==> config.mk <==
export PLATFORM = sky130hd
export DESIGN_NAME = lsu
export DESIGN_NICKNAME = d
export VERILOG_FILES = /design/src/rtl/lsu_pkg.sv /design/src/rtl/lsu_fmt.sv /design/src/rtl/lsu.sv
export SDC_FILE = /design/constraint.sdc
export NUM_CORES = 1
export LEC_CHECK = 0
export ABC_AREA = 1
export CORE_MARGIN = 10
export CORE_UTILIZATION = 41
export CTS_CLUSTER_SIZE = 12
export DETAILED_ROUTE_END_ITERATION = 6
export HOLD_SLACK_MARGIN = 0.03
export PLACE_DENSITY_LB_ADDON = 0.2
export SKIP_CTS_REPAIR_TIMING = 1
export SLEW_MARGIN = 20
export SYNTH_ARGS = -nofsm -noshare
export SYNTH_HDL_FRONTEND = slang
export SYNTH_SLANG_ARGS = --single-unit
==> constraint.sdc <==
create_clock -name clk -period 4.4 [get_ports clk]
set_input_delay 1.1 -clock clk [delete_from_list [all_inputs] [get_ports clk]]
set_output_delay 1.1 -clock clk [all_outputs]
set_load 0.05 [all_outputs]
==> src/rtl/lsu_pkg.sv <==
// LSU shared definitions: op encoding, FSM states, error codes.
package lsu_pkg;

  localparam logic [2:0] OP_LB  = 3'd0;
  localparam logic [2:0] OP_LBU = 3'd1;
  localparam logic [2:0] OP_LH  = 3'd2;
  localparam logic [2:0] OP_LHU = 3'd3;
  localparam logic [2:0] OP_LW  = 3'd4;
  localparam logic [2:0] OP_SB  = 3'd5;
  localparam logic [2:0] OP_SH  = 3'd6;
  localparam logic [2:0] OP_SW  = 3'd7;

  typedef enum logic [1:0] {
    ST_IDLE = 2'd0,
    ST_WAIT = 2'd1,
    ST_RESP = 2'd2
  } state_e;

  localparam logic [1:0] ERR_OK  = 2'b00;
  localparam logic [1:0] ERR_MIS = 2'b01;
  localparam logic [1:0] ERR_TO  = 2'b10;

  localparam int TIMEOUT_DEF = 255;

  function automatic logic misaligned(
    input logic [2:0] op,
    input logic [1:0] off
  );
    logic m;
    m = 1'b0;
    case (op)
      OP_LH, OP_LHU, OP_SH: m = off[0];
      OP_LW, OP_SW:         m = |off;
      default:              m = 1'b0;
    endcase
    return m;
  endfunction

endpackage

==> src/rtl/lsu_fmt.sv <==
// LSU lane steering: store byte enables/replication, load extract/extend.
module lsu_fmt
  import lsu_pkg::*;
(
  input  logic [2:0]  st_op,
  input  logic [1:0]  st_off,
  input  logic [31:0] wdata,
  output logic [3:0]  be,
  output logic        we,
  output logic [31:0] wlane,
  input  logic [2:0]  ld_op,
  input  logic [1:0]  ld_off,
  input  logic [31:0] mem_rdata,
  output logic [31:0] ldata
);

  logic [7:0]  b;
  logic [15:0] h;

  always_comb begin
    be    = 4'b1111;
    we    = 1'b0;
    wlane = wdata;
    case (st_op)
      OP_SB: begin
        be    = 4'b0001 << st_off;
        we    = 1'b1;
        wlane = {4{wdata[7:0]}};
      end
      OP_SH: begin
        be    = 4'b0011 << st_off;
        we    = 1'b1;
        wlane = {2{wdata[15:0]}};
      end
      OP_SW:   we = 1'b1;
      default: ;
    endcase
  end

  assign b = mem_rdata[{ld_off, 3'b000} +: 8];
  assign h = mem_rdata[{ld_off[1], 4'b0000} +: 16];

  // Stores fall through to zero so rdata reads 0 on completion.
  always_comb begin
    ldata = 32'h0;
    case (ld_op)
      OP_LB:   ldata = {{24{b[7]}}, b};
      OP_LBU:  ldata = {24'h0, b};
      OP_LH:   ldata = {{16{h[15]}}, h};
      OP_LHU:  ldata = {16'h0, h};
      OP_LW:   ldata = mem_rdata;
      default: ldata = 32'h0;
    endcase
  end

endmodule

==> src/rtl/lsu.sv <==
// Load/store unit: IDLE/WAIT/RESP handshake to a word memory port.
module lsu
  import lsu_pkg::*;
#(
  parameter int TIMEOUT = TIMEOUT_DEF
) (
  input  logic        clk,
  input  logic        rst,
  input  logic        start,
  input  logic [2:0]  op,
  input  logic [31:0] addr,
  input  logic [31:0] wdata,
  output logic        busy,
  output logic        done,
  output logic [31:0] rdata,
  output logic [1:0]  err,
  output logic        mem_req,
  output logic        mem_we,
  output logic [3:0]  mem_be,
  output logic [31:0] mem_addr,
  output logic [31:0] mem_wdata,
  input  logic        mem_ack,
  input  logic [31:0] mem_rdata
);

  localparam int CW = $clog2(TIMEOUT + 1);
  localparam logic [CW-1:0] LAST = CW'(TIMEOUT - 1);

  state_e        state;
  logic [2:0]    op_q;
  logic [1:0]    off_q;
  logic [CW-1:0] cnt;

  logic [3:0]  f_be;
  logic        f_we;
  logic [31:0] f_wlane;
  logic [31:0] f_ldata;

  lsu_fmt u_fmt (
    .st_op     (op),
    .st_off    (addr[1:0]),
    .wdata     (wdata),
    .be        (f_be),
    .we        (f_we),
    .wlane     (f_wlane),
    .ld_op     (op_q),
    .ld_off    (off_q),
    .mem_rdata (mem_rdata),
    .ldata     (f_ldata)
  );

  assign busy = (state != ST_IDLE);

  always_ff @(posedge clk or posedge rst) begin
    if (rst) begin
      state     <= ST_IDLE;
      op_q      <= 3'd0;
      off_q     <= 2'd0;
      cnt       <= '0;
      done      <= 1'b0;
      rdata     <= 32'h0;
      err       <= ERR_OK;
      mem_req   <= 1'b0;
      mem_we    <= 1'b0;
      mem_be    <= 4'h0;
      mem_addr  <= 32'h0;
      mem_wdata <= 32'h0;
    end else begin
      case (state)
        ST_IDLE: begin
          done <= 1'b0;
          if (start) begin
            if (misaligned(op, addr[1:0])) begin
              state <= ST_RESP;
              done  <= 1'b1;
              err   <= ERR_MIS;
              rdata <= 32'h0;
            end else begin
              state     <= ST_WAIT;
              op_q      <= op;
              off_q     <= addr[1:0];
              cnt       <= '0;
              mem_req   <= 1'b1;
              mem_we    <= f_we;
              mem_be    <= f_be;
              mem_addr  <= {addr[31:2], 2'b00};
              mem_wdata <= f_wlane;
            end
          end
        end
        ST_WAIT: begin
          // An ack on the final allowed cycle still wins over the timeout.
          if (mem_ack) begin
            state   <= ST_RESP;
            mem_req <= 1'b0;
            mem_we  <= 1'b0;
            done    <= 1'b1;
            err     <= ERR_OK;
            rdata   <= f_ldata;
          end else if (cnt == LAST) begin
            state   <= ST_RESP;
            mem_req <= 1'b0;
            mem_we  <= 1'b0;
            done    <= 1'b1;
            err     <= ERR_TO;
            rdata   <= 32'h0;
          end else begin
            cnt <= cnt + 1'b1;
          end
        end
        ST_RESP: begin
          done  <= 1'b0;
          state <= ST_IDLE;
        end
        default: state <= ST_IDLE;
      endcase
    end
  end

endmodule

# Word level (Yosys, flattened, before mapping)
# Index checks and enable logic that the tools add are counted.
# totals
regBits,118
output_inout_bits,106
word_cells,91
# op_classes
add_sub_neg,1
n_eq_ne,19
shifts,4
n_mux,39
bitwise,1
n_reduce_logical,15
# ops
op,n
$pmux W32 S5,1
$mux W32,4
$pmux W32 S2,2
$mux W8,4
$shiftx A32 B6 Y16,1
$shiftx A32 B6 Y8,1
$pmux W8 S2,1
$eq A3 B3 Y1 const B,5
$mux W2,7
$mux W1,13
$eq A3 B2 Y1 const B,4
$ne A2 B2 Y1 const B,5
$add A8 B1 Y8 const B,1
$eq A8 B8 Y1 const B,1
$pmux W2 S2,2
$pmux W4 S2,1
$reduce_and A4 Y1,2
$pmux W1 S2,3
$reduce_or A3 Y1,2
$reduce_and A5 Y1,1
$reduce_and A2 Y1,2
$reduce_bool A2 Y1,2
$reduce_or A2 Y1,2
$shl A1 B2 Y4 const A,1
11 further kinds,11

# Longest topological paths before layout
# depth
ltp_word,8
depth_mapped,11
depth_no_buf,10

# By module
# A second synthesis with hierarchy kept.
# unflattened
hier_cells,893
hier_area_um2,6530.0
# modules_own_cells
mod,n_inst,cells_each,area_per_inst_um2,seq_area_each_um2
lsu,1,620,5138.7,2952.8
lsu_fmt,1,273,1391.3,0.0

# Worst setup path after synthesis
# No wires, ideal clock.
# synth_path
path_kind,input -> register
from,input op[1]
to,register mem_wdata[16]
setup_ns,0.118
t_arrival_ns,2.030
required_ns,4.282
setup_slack_ns,2.252
stages,9
path_buffers,1
cell_sequence,inv_1 > nand3_1 > nand2_1 > clkinv_1 > clkbuf_1 > nand2_1 > o21ai_0 > nand2_1 > nand2_1
# synth_via
elab_chain_cells,7
elab_cells_between_ends,14
cone_classes,eq/ne: 6; mux: 4; bitwise: 1; reduce/logical: 3
# synth_rtl
element,line,source
"start, declared",lsu.sv:10,"input logic [2:0] op,"
"$eq A3 B2 Y1, or another cell as far along",lsu_pkg.sv:31,case (op)
$reduce_or A3 Y1 / $reduce_or A2 Y1 (equally long branches),lsu_pkg.sv:31,
$pmux W1 S2,lsu_pkg.sv:31,
$mux W1,lsu.sv:72,if (start) begin
$mux W1,lsu.sv:69,case (state)
$not A1 Y1 (no line),--,
$reduce_and A3 Y1 (no line),--,
"end signal, assigned",lsu.sv:87,mem_wdata <= f_wlane;
"end, declared",lsu.sv:21,"output logic [31:0] mem_wdata,"
# Parallel ways exist; a longest one is shown, timed or not. The select of a mux whose other input is x is not followed.
# A chain may end at the register's enable or synchronous reset.

# Worst setup path in the final report
# layout_path
from,register state[0]
to,output busy
# layout_via
elab_chain_cells,1
# layout_rtl
element,line,source
"start, declared",lsu.sv:29,state_e state;
"start signal, assigned",lsu.sv:56,state <= ST_IDLE;
"start signal, assigned",lsu.sv:74,state <= ST_RESP;
"start signal, assigned",lsu.sv:79,state <= ST_WAIT;
$reduce_bool A2 Y1,lsu.sv:52,assign busy = (state != ST_IDLE);
"end, declared",lsu.sv:13,"output logic busy,"
# Every way passes these cells.

==> impl_metrics.yaml <==
outcome:
  status: "finished, final reports clean"
route:
  wl_per_cell_microns: 16.5
  drt_first_iter_violations: 384
  firstDrtPassIters: 4
  post_drt_via_cell_ratio: 4.91
  vias: 5664
  ant_nets: 0
  route.detailed.drc: 0
  routed_wl_mm: 19.0
floorplanning:
  die_height_microns: 139
  fp-row-count: 43
  io_pins: 209
  die_w_microns: 139
  start_util_pct: 41.8
  die-area_sq_um: 19300
  core_sq_um: 13800
yosys:
  yosysWarnings: 0
  synth-seq-area-share_pct: 51.1
  yosys.area.top_type_share_pct: 51.1
  synth_top_area_cell: "dfrtp_1"
  synth_area_leaders: "dfrtp_1, nand2_1, o21ai_0"
  synthCells: 765
  ys_ff_latch: 118
  avgSynthCellArea_sq_um: 7.56
  yosys.cell_types.count: 29
  synth_area_sq_um: 5780
timing:
  tightest_slew_ns: 1.03
  slew_violations: 0
  finalSetupViolations: 0
  fin_hold_ws_ns: 0.468
  fin_skew_ns: 0.00693
  fin_tns_setup_ns: 0
  slew_headroom_pct: 31.1
  period_share_pct: 71.7
  rsz0062_at_grt: "false"
  finalHoldViolCount: 0
  setup_slack_ns: 1.24
  min_period_ns: 3.16
  fmax_mhz: 317
setup_path:
  ff2ff_path_depth: 8
  crit_cells: 4
  end_kind: "output pin"
  cp.buffers_inverters: 3
  path_class: "reg2out"
  max_stage_delay_ns: 0.80
  path_cells: "inv_1, ha_1, inv_1, clkdlybuf4s50_1"
  critical-path-top-delay-family: "buffers and inverters"
  crit_fanout: 6
  slowest_stage: "clkdlybuf4s50_1"
  startpoint_type: "flop"
  critical_path_arrival_ns: 2.06
  required_ns: 3.30
  cp_common_cell: "inv_1"
grt:
  first_global_vias: 5739
  grt_max_degree: 119
  grt_antenna_before_repair: 0
  grtUsageTotal_pct: 19.4
  grt_overflow_total: 0
  grt_pass1_wl_mm: 30.5
job:
  maxCapViolations: 0
layout:
  antenna_cells: 0
  seqCellArea_sq_um: 2950
  nets: 1069
  fillers: 1270
  multi_input_area_sq_um: 2500
  fin_area_sq_um: 8570
  syn_to_final_growth_pct: 48.3
  layout-drive-gt1-share_pct: 5.13
clock_network:
  h-tree-depth: 4
  clock_path_buffers: 2
  path_clk_slew_ns: 0.05
  tritoncts: "yes"
  clock_latency_ns: 0.42
  root_buffer: "clkbuf_16"
  numCtsBuffers: 17
  clock_sinks: 118
power:
  p_clk_share_pct: 21.9
  peakVddDrop_v: 0.000514
  swShare_pct: 47.1
  power.density_nw_per_um2: 785
  p_total_mw: 6.73
  p_seq_share_pct: 26.1
  switching_power_mw: 3.17
  power_frac_comb_pct: 51.9
  internal-power_mw: 3.56
  leakagePower_nw: 4.21
min_path:
  hold_path_depth: 2
  hp-class: "reg2reg"
placed_design:
  pre_cts_slack_ns: 1.03
  dpl_cell_area_sq_um: 7950
  port_buffers: 206
  place_congestion: 0.840
  post-dp-hpwl_mm: 13.4
==> state kept, by name, indices dropped and copies added, names as in the netlist <==
signal / flops
cnt: 8
done: 1
err: 2
mem_addr: 30
mem_be: 4
mem_req: 1
mem_wdata: 32
mem_we: 1
off_q: 2
op_q: 3
rdata: 32
state: 2
==> cell usage in the layout, fill, tap and decap left out, types with 4 or more instances in the layout <==
cell	Yosys	routed
nand3_1	30	30
a21oi_1	39	39
buf_4	2	4
clkdlybuf4s50_1	0	206
nand2_1	381	381
nand4_1	10	10
or2_2	8	8
dfrtp_1	118	118
clkbuf_1	15	4
nor2_1	18	18
ha_1	5	5
o21ai_0	58	58
o211ai_1	7	7
clkbuf_16	0	17
bufinv_16	0	4
inv_1	35	34
==> tightest hold or removal path: stages, from the launching register on <==
cell and delay [ns]:
dfrtp_1 0.34, nand2_1 0.06, nand2_1 0.04
==> synthesized netlist by cell type, drive strengths merged <==
library cell,instances
clkinv,3
inv,37
nand3,31
dfrtp,118
o21ai,58
xor2,1
nor3b,1
buf,20
or2,8
nand4,10
xnor2,2
a31oi,1
a21oi,40
o21bai,1
o211ai,7
clkbuf,15
nand2,383
nor3,2
nand3b,1
conb,1
nor2,20
ha,5
==> per-layer routing <==
metal  track usage (%)  vias to the layer above  share of wire [%]
li1                  -                     2807                  -
met1              23.7                     2632                 42
met2              29.7                      201                 46
met3              9.32                       24                 10
met4              5.88                        0                1.5
met5                 0                        -                  0
==> cell families after synthesis <==
family	share of synthesized area, %
AND/OR/NAND/NOR	31.8
buffers and inverters	5.71
AO/OA/AOI/OAI	9.82
adder cells (fa/ha/maj)	1.08
other	0.0649
flip-flops	51.1
XOR/XNOR	0.455
==> stage by stage <==
step	instances	util [%]
floorplan	766	-
global placement	1122	57.5
detailed placement	1122	57.5
CTS	1154	62.0
global route	1154	62.0
finish	1154	62.0
==> worst paths after layout <==
check                                startpoint                   endpoint  slack [ns]
max                        state[0]$_DFFE_PP0P_                       busy        1.24
min                          err[1]$_DFFE_PP0P_         err[1]$_DFFE_PP0P_        0.47
max reg2reg                state[0]$_DFFE_PP0P_      rdata[26]$_DFFE_PP0P_        2.07
min reg2reg                  err[1]$_DFFE_PP0P_         err[1]$_DFFE_PP0P_        0.47
max in group asynchronous                   rst  mem_wdata[31]$_DFFE_PP0P_        2.74
min in group asynchronous                   rst    mem_addr[6]$_DFFE_PP0P_        1.21
==> power groups by stage <==
stage	logic, mW	registers, mW	clock network, mW
4_1_cts	3.54	1.76	1.50
2_1_floorplan	1.07	2.99	0
6_report	3.50	1.76	1.48
3_3_place_gp	3.50	1.76	0
5_1_grt	3.76	1.81	1.55
3_5_place_dp	3.52	1.76	0
==> layout make-up <==
type | count | area share, %
Sequential cell | 118 | 34.4
Multi-Input combinational cell | 573 | 29.2
Timing Repair Buffer | 211 | 24.6
Clock buffer | 24 | 5.62
Tap cell | 180 | 2.63
Inverter | 40 | 1.78
Clock inverter | 8 | 1.69
No activity file was read; power rests on OpenSTA's default activity.
==> edit 1 (config.mk and constraints unchanged) <==
Set the package constant `TIMEOUT_DEF` to 510 (it was 255).
--- a/src/rtl/lsu_pkg.sv
+++ b/src/rtl/lsu_pkg.sv
@@ -22,3 +22,3 @@
 
-  localparam int TIMEOUT_DEF = 255;
+  localparam int TIMEOUT_DEF = 510;
 
Check against the original RTL: no difference found for any inputs over 4 cycles, from zero or initial values and one cycle with rst high; that may be too few to reach the edited logic, so the function may still have changed.
==> edit 1 against the unedited design <==
  * Total power up 0.64%
  * Register-to-register slack got worse by 0.37 ns
  * Fmax increased by 0.23%
  * Die area increased by 2.3%
  * Cell area rose by 0.80%
  * Setup slack better by 0.0071 ns
  * Largest power group unchanged
  * Wire length is 0.17% higher
  * Sequential cell count up 1
  * Critical path type unchanged
  * Largest cell class unchanged
  * Synthesized area rose by 2.7%
==> edit 1: results <==
group,metric,value,unit
routing,drtPass1Iterations,5,
placed_design,pre_cts_ws,0.993,ns
finish,drive_gt1_share,6.49,%
sta,worstMarginPinSlew,0.926,ns
logic_synthesis,ys_seq_area_share,50.2,%
routing,wl_met2,8390,um
pwr,p_leak,4.22,nW
logic_synthesis,synth_area_leaders,"dfrtp_1 (50%), nand2_1 (25%), o21ai_0 (4.5%), a21oi_1 (3.4%), nand3_1 (2.6%)",
logic_synthesis,synth_cell_type_count,28,
pwr,ir_drop,0.000457,V
critical_path,rrSetupSlack,1.70,ns
grt,grt_pass1_wl,30300,um
status,status,"complete, no violations",
routing,drt-met1-wl,8070,um
grt,grt_max_degree,103,
placed_design,placedCellCount,1149,
sta,hold_slack,0.466,ns
finish,instances_no_fill,1181,
placed_design,place.gp.congestion,0.825,
logic_synthesis,synthesis.instances,794,
critical_path,max_stage_delay,0.82,ns
routing,first_iter_violations,353,
sta,fin_ws,1.25,ns
grt,antenna_found_initial,0,
placed_design,place_area,8090,um^2
routing,wl,19000,um
sta,fin_worst_skew,0.00571,ns
routing,wl_met3,2120,um
routing,num_vias,5836,
cts,htreeDepth,4,
grt,grtUsageTotal,18.9,%
## edit 1: changes by cell type after synthesis, moves of 2 or more
cell / delta
clkbuf_1: +2
nand2_1: +10
nand2_2: +7
nand3_2: +2
nor2_1: +8
o21ai_0: -5
## edit 1: cell families (layout without fill, tap and decap cells)
group	count (synthesis)	in the layout	share of synthesized area, %
compound gates	105	105	9.53
xor+xnor	2	2	0.295
fa+ha+maj	5	5	1.05
buf+inv	78	284	5.78
flops	119	119	50.2
other cells	1	2	0.0632
simple gates	484	484	33.1
## edit 1: worst paths after layout
path	start	endpoint	cells after the start
hold reg to reg	err[1]$_DFFE_PP0P_	err[1]$_DFFE_PP0P_	2
setup reg to reg	state[0]$_DFFE_PP0P_	rdata[22]$_DFFE_PP0P_	7
hold / removal	err[1]$_DFFE_PP0P_	err[1]$_DFFE_PP0P_	2
setup / recovery	state[0]$_DFFE_PP0P_	busy	4
max in group asynchronous	rst	rdata[19]$_DFFE_PP0P_	3
min in group asynchronous	rst	mem_addr[2]$_DFFE_PP0P_	2
## edit 1: cell type report
type | instances | area (um^2) | share of cell area [%]
Clock buffer | 20 | 447 | 5.17
Clock inverter | 12 | 105 | 1.22
Inverter | 40 | 153 | 1.77
Multi-Input combinational cell | 598 | 2630 | 30.4
Sequential cell | 119 | 2980 | 34.5
Tap cell | 180 | 225 | 2.61
Timing Repair Buffer | 212 | 2110 | 24.4
## edit 1: metal layers
layer  up-vias  global-route usage, %
met5         -                      0
met4         0                   7.45
met3        31                   9.50
met2       227                   28.2
met1      2686                   22.8
li1       2892                      -
## edit 1: report_power, final
part,switching [mW],internal [mW]
clock network,0.513,0.787
registers,0.269,1.51
logic,2.56,1.13
total,3.35,3.43
## edit 1: worst max-delay path: cells and delay by family, from the launching register on
kind	cells	cell delay, ns
buffers and inverters	3	1.01
DFF	1	0.37
adders and majority gates	1	0.25
==> edit 2 (config.mk and constraints unchanged) <==
Made on the original files. Re-encode `state_e` (3 states) as one-hot, 3 bits wide.
--- a/src/rtl/lsu_pkg.sv
+++ b/src/rtl/lsu_pkg.sv
@@ -12,6 +12,6 @@
 
-  typedef enum logic [1:0] {
-    ST_IDLE = 2'd0,
-    ST_WAIT = 2'd1,
-    ST_RESP = 2'd2
+  typedef enum logic [2:0] {
+    ST_IDLE = 3'b001,
+    ST_WAIT = 3'b010,
+    ST_RESP = 3'b100
   } state_e;
Check against the original RTL: same outputs for any inputs over 4 cycles, from zero or initial values and one cycle with rst high; so few cycles prove little.
==> edit 2 against the unedited design <==
  * Fmax up 8.4%
  * Setup slack better by 0.24 ns
  * Cell area up 1.2%
  * First-iteration DRC count up 6.5%
  * Total power up 3.7%
  * Wire length down 4.1%
  * Count of clock-buffer cells in the layout down 2
  * Sequential cell count up 1
  * Synthesized area up 2.1%
  * Critical path type unchanged
  * Highest routed layer unchanged
==> edit 2: results <==
group,metric,value,unit
critical_path,rr_startpoint,"off_q[1]$_DFFE_PP0P_",
logic_synthesis,synth-adder-area-share,0.424,%
logic_synthesis,synth_area_leaders,"dfrtp_1 (50%), nand2_1 (25%), nand3_1 (3.7%), o21ai_0 (2.2%), inv_1 (2.2%)",
status,status,"complete, no violations",
sta,fmax,343,MHz
grt,grtUsageTotal,18.6,%
critical_path,rrSetupSlack,2.11,ns
finish,finalNetCount,1070,
placed_design,hpwl,13100,um
routing,wl_met2,8230,um
critical_path,crit_path_max_fanout,3,
pwr,ir_drop,0.000501,V
routing,wl,18200,um
critical_path,reg2reg_to,"rdata[29]$_DFFE_PP0P_",
critical_path,arrival,1.81,ns
logic_synthesis,synth_top_family_by_area,"simple AND/OR/NAND/NOR gates",
placed_design,port_buffers,206,
logic_synthesis,synth_cell_type_count,34,
grt,grt_pass1_vias,5591,
routing,drtPass1Iterations,6,
grt,grt_max_degree,105,
finish,n_fill_cell,1263,
routing,first_iter_violations,409,
logic_synthesis,async_flop_share,100,%
pwr,p_leak,4.26,nW
grt,antenna_found_initial,0,
sta,worstMarginPinSlew,0.948,ns
routing,drt-met1-wl,7590,um
routing,num_vias,5508,
sta,fin_worst_skew,0.00722,ns
logic_synthesis,synth_xor_area_share,0.297,%
logic_synthesis,ys_seq_area_share,50.4,%
logic_synthesis,synth_mux_area_share,0,%
cts,clk_path_buf_depth,2,
routing,wl_met3,2120,um
logic_synthesis,synth_compound_area_share,6.86,%
critical_path,r2r_cells,9,
critical_path,crit_start,"state[0]$_DFFE_PP1P_",
logic_synthesis,synth_edf_count,0,
finish,drive_gt1_share,7.16,%
grt,grt_pass1_wl,29700,um
cts,clk_latency,0.42,ns
placed_design,pre_cts_ws,1.18,ns
logic_synthesis,yosys-top-cells-count,"nand2_1 (396), dfrtp_1 (118), nand3_1 (44)",
placed_design,place.gp.congestion,0.802,
[edit 2: changes by cell type in the layout (fill, tap and decap cells not counted), sizes merged]
cell / change
nor2: +2
dfstp: +1
a21oi: -16
clkinv: -3
buf: -1
ha: -3
clkbuf: -2
a31oi: -1
xor2: -1
o21ai: -16
clkinvlp: +2
nand4: +2
nand3: +18
nand2: +22
[edit 2: logic make-up (layout without fill, tap and decap cells)]
kind of cell,after synthesis,after routing
AOI/OAI and AO/OA,74,74
and+or+nand+nor,500,500
xor gates and xnor gates,2,2
adders and majority gates,2,2
other,1,2
buffers and inverters,74,279
DFF,119,119
[edit 2: worst min path at each step]
stage                                     from                   end  cells past startpoint
after floorplan            op_q[0]$_DFFE_PP0P_   op_q[0]$_DFFE_PP0P_                      2
after global placement    rdata[1]$_DFFE_PP0P_  rdata[1]$_DFFE_PP0P_                      2
after detailed placement    mem_we$_DFFE_PP0P_    mem_we$_DFFE_PP0P_                      2
after CTS                   mem_we$_DFFE_PP0P_    mem_we$_DFFE_PP0P_                      2
after global routing        mem_we$_DFFE_PP0P_    mem_we$_DFFE_PP0P_                      2
final                       mem_we$_DFFE_PP0P_    mem_we$_DFFE_PP0P_                      2
[edit 2: power breakdown]
| part | total [mW] | switching, mW | internal (mW) |
|---|---|---|---|
| combinational | 3.67 | 2.52 | 1.14 |
| sequential | 1.80 | 0.273 | 1.53 |
| clock | 1.52 | 0.509 | 1.01 |
| total | 6.98 | 3.31 | 3.68 |
[edit 2: through the flow]
| stage | std cells | area [um^2] | hold slack, ns |
|---|---|---|---|
| 6_report | 1158 | 8670 | 0.464 |
| 5_1_grt | 1158 | 8670 | 0.476 |
| 4_1_cts | 1158 | 8670 | 0.472 |
| 3_5_place_dp | 1126 | 8020 | 0.458 |
| 3_3_place_gp | 1126 | 8020 | 0.454 |
| 2_1_floorplan | 773 | 5910 | 0.453 |
[edit 2: per-layer routing]
layer	up-vias	track usage [%]
met3	20	10.1
li1	2816	-
met5	-	0
met4	0	5.43
met2	178	28.5
met1	2494	22.2
[edit 2: area by class of cell]
| type | instances | area, um^2 | area share [%] |
|---|---|---|---|
| clock buffers | 22 | 484 | 5.58 |
| clock inverters | 10 | 168 | 1.93 |
| inverters | 37 | 141 | 1.63 |
| multi-input cells | 580 | 2570 | 29.6 |
| flip-flops and latches | 119 | 2980 | 34.3 |
| well taps | 180 | 225 | 2.60 |
| repair buffers | 210 | 2100 | 24.3 |
[edit 2: worst max-delay path: stages, from the launching register on]
cell             delay (ns)
dfstp_2                0.53
nand3_2                0.13
clkdlybuf4s50_1        0.73
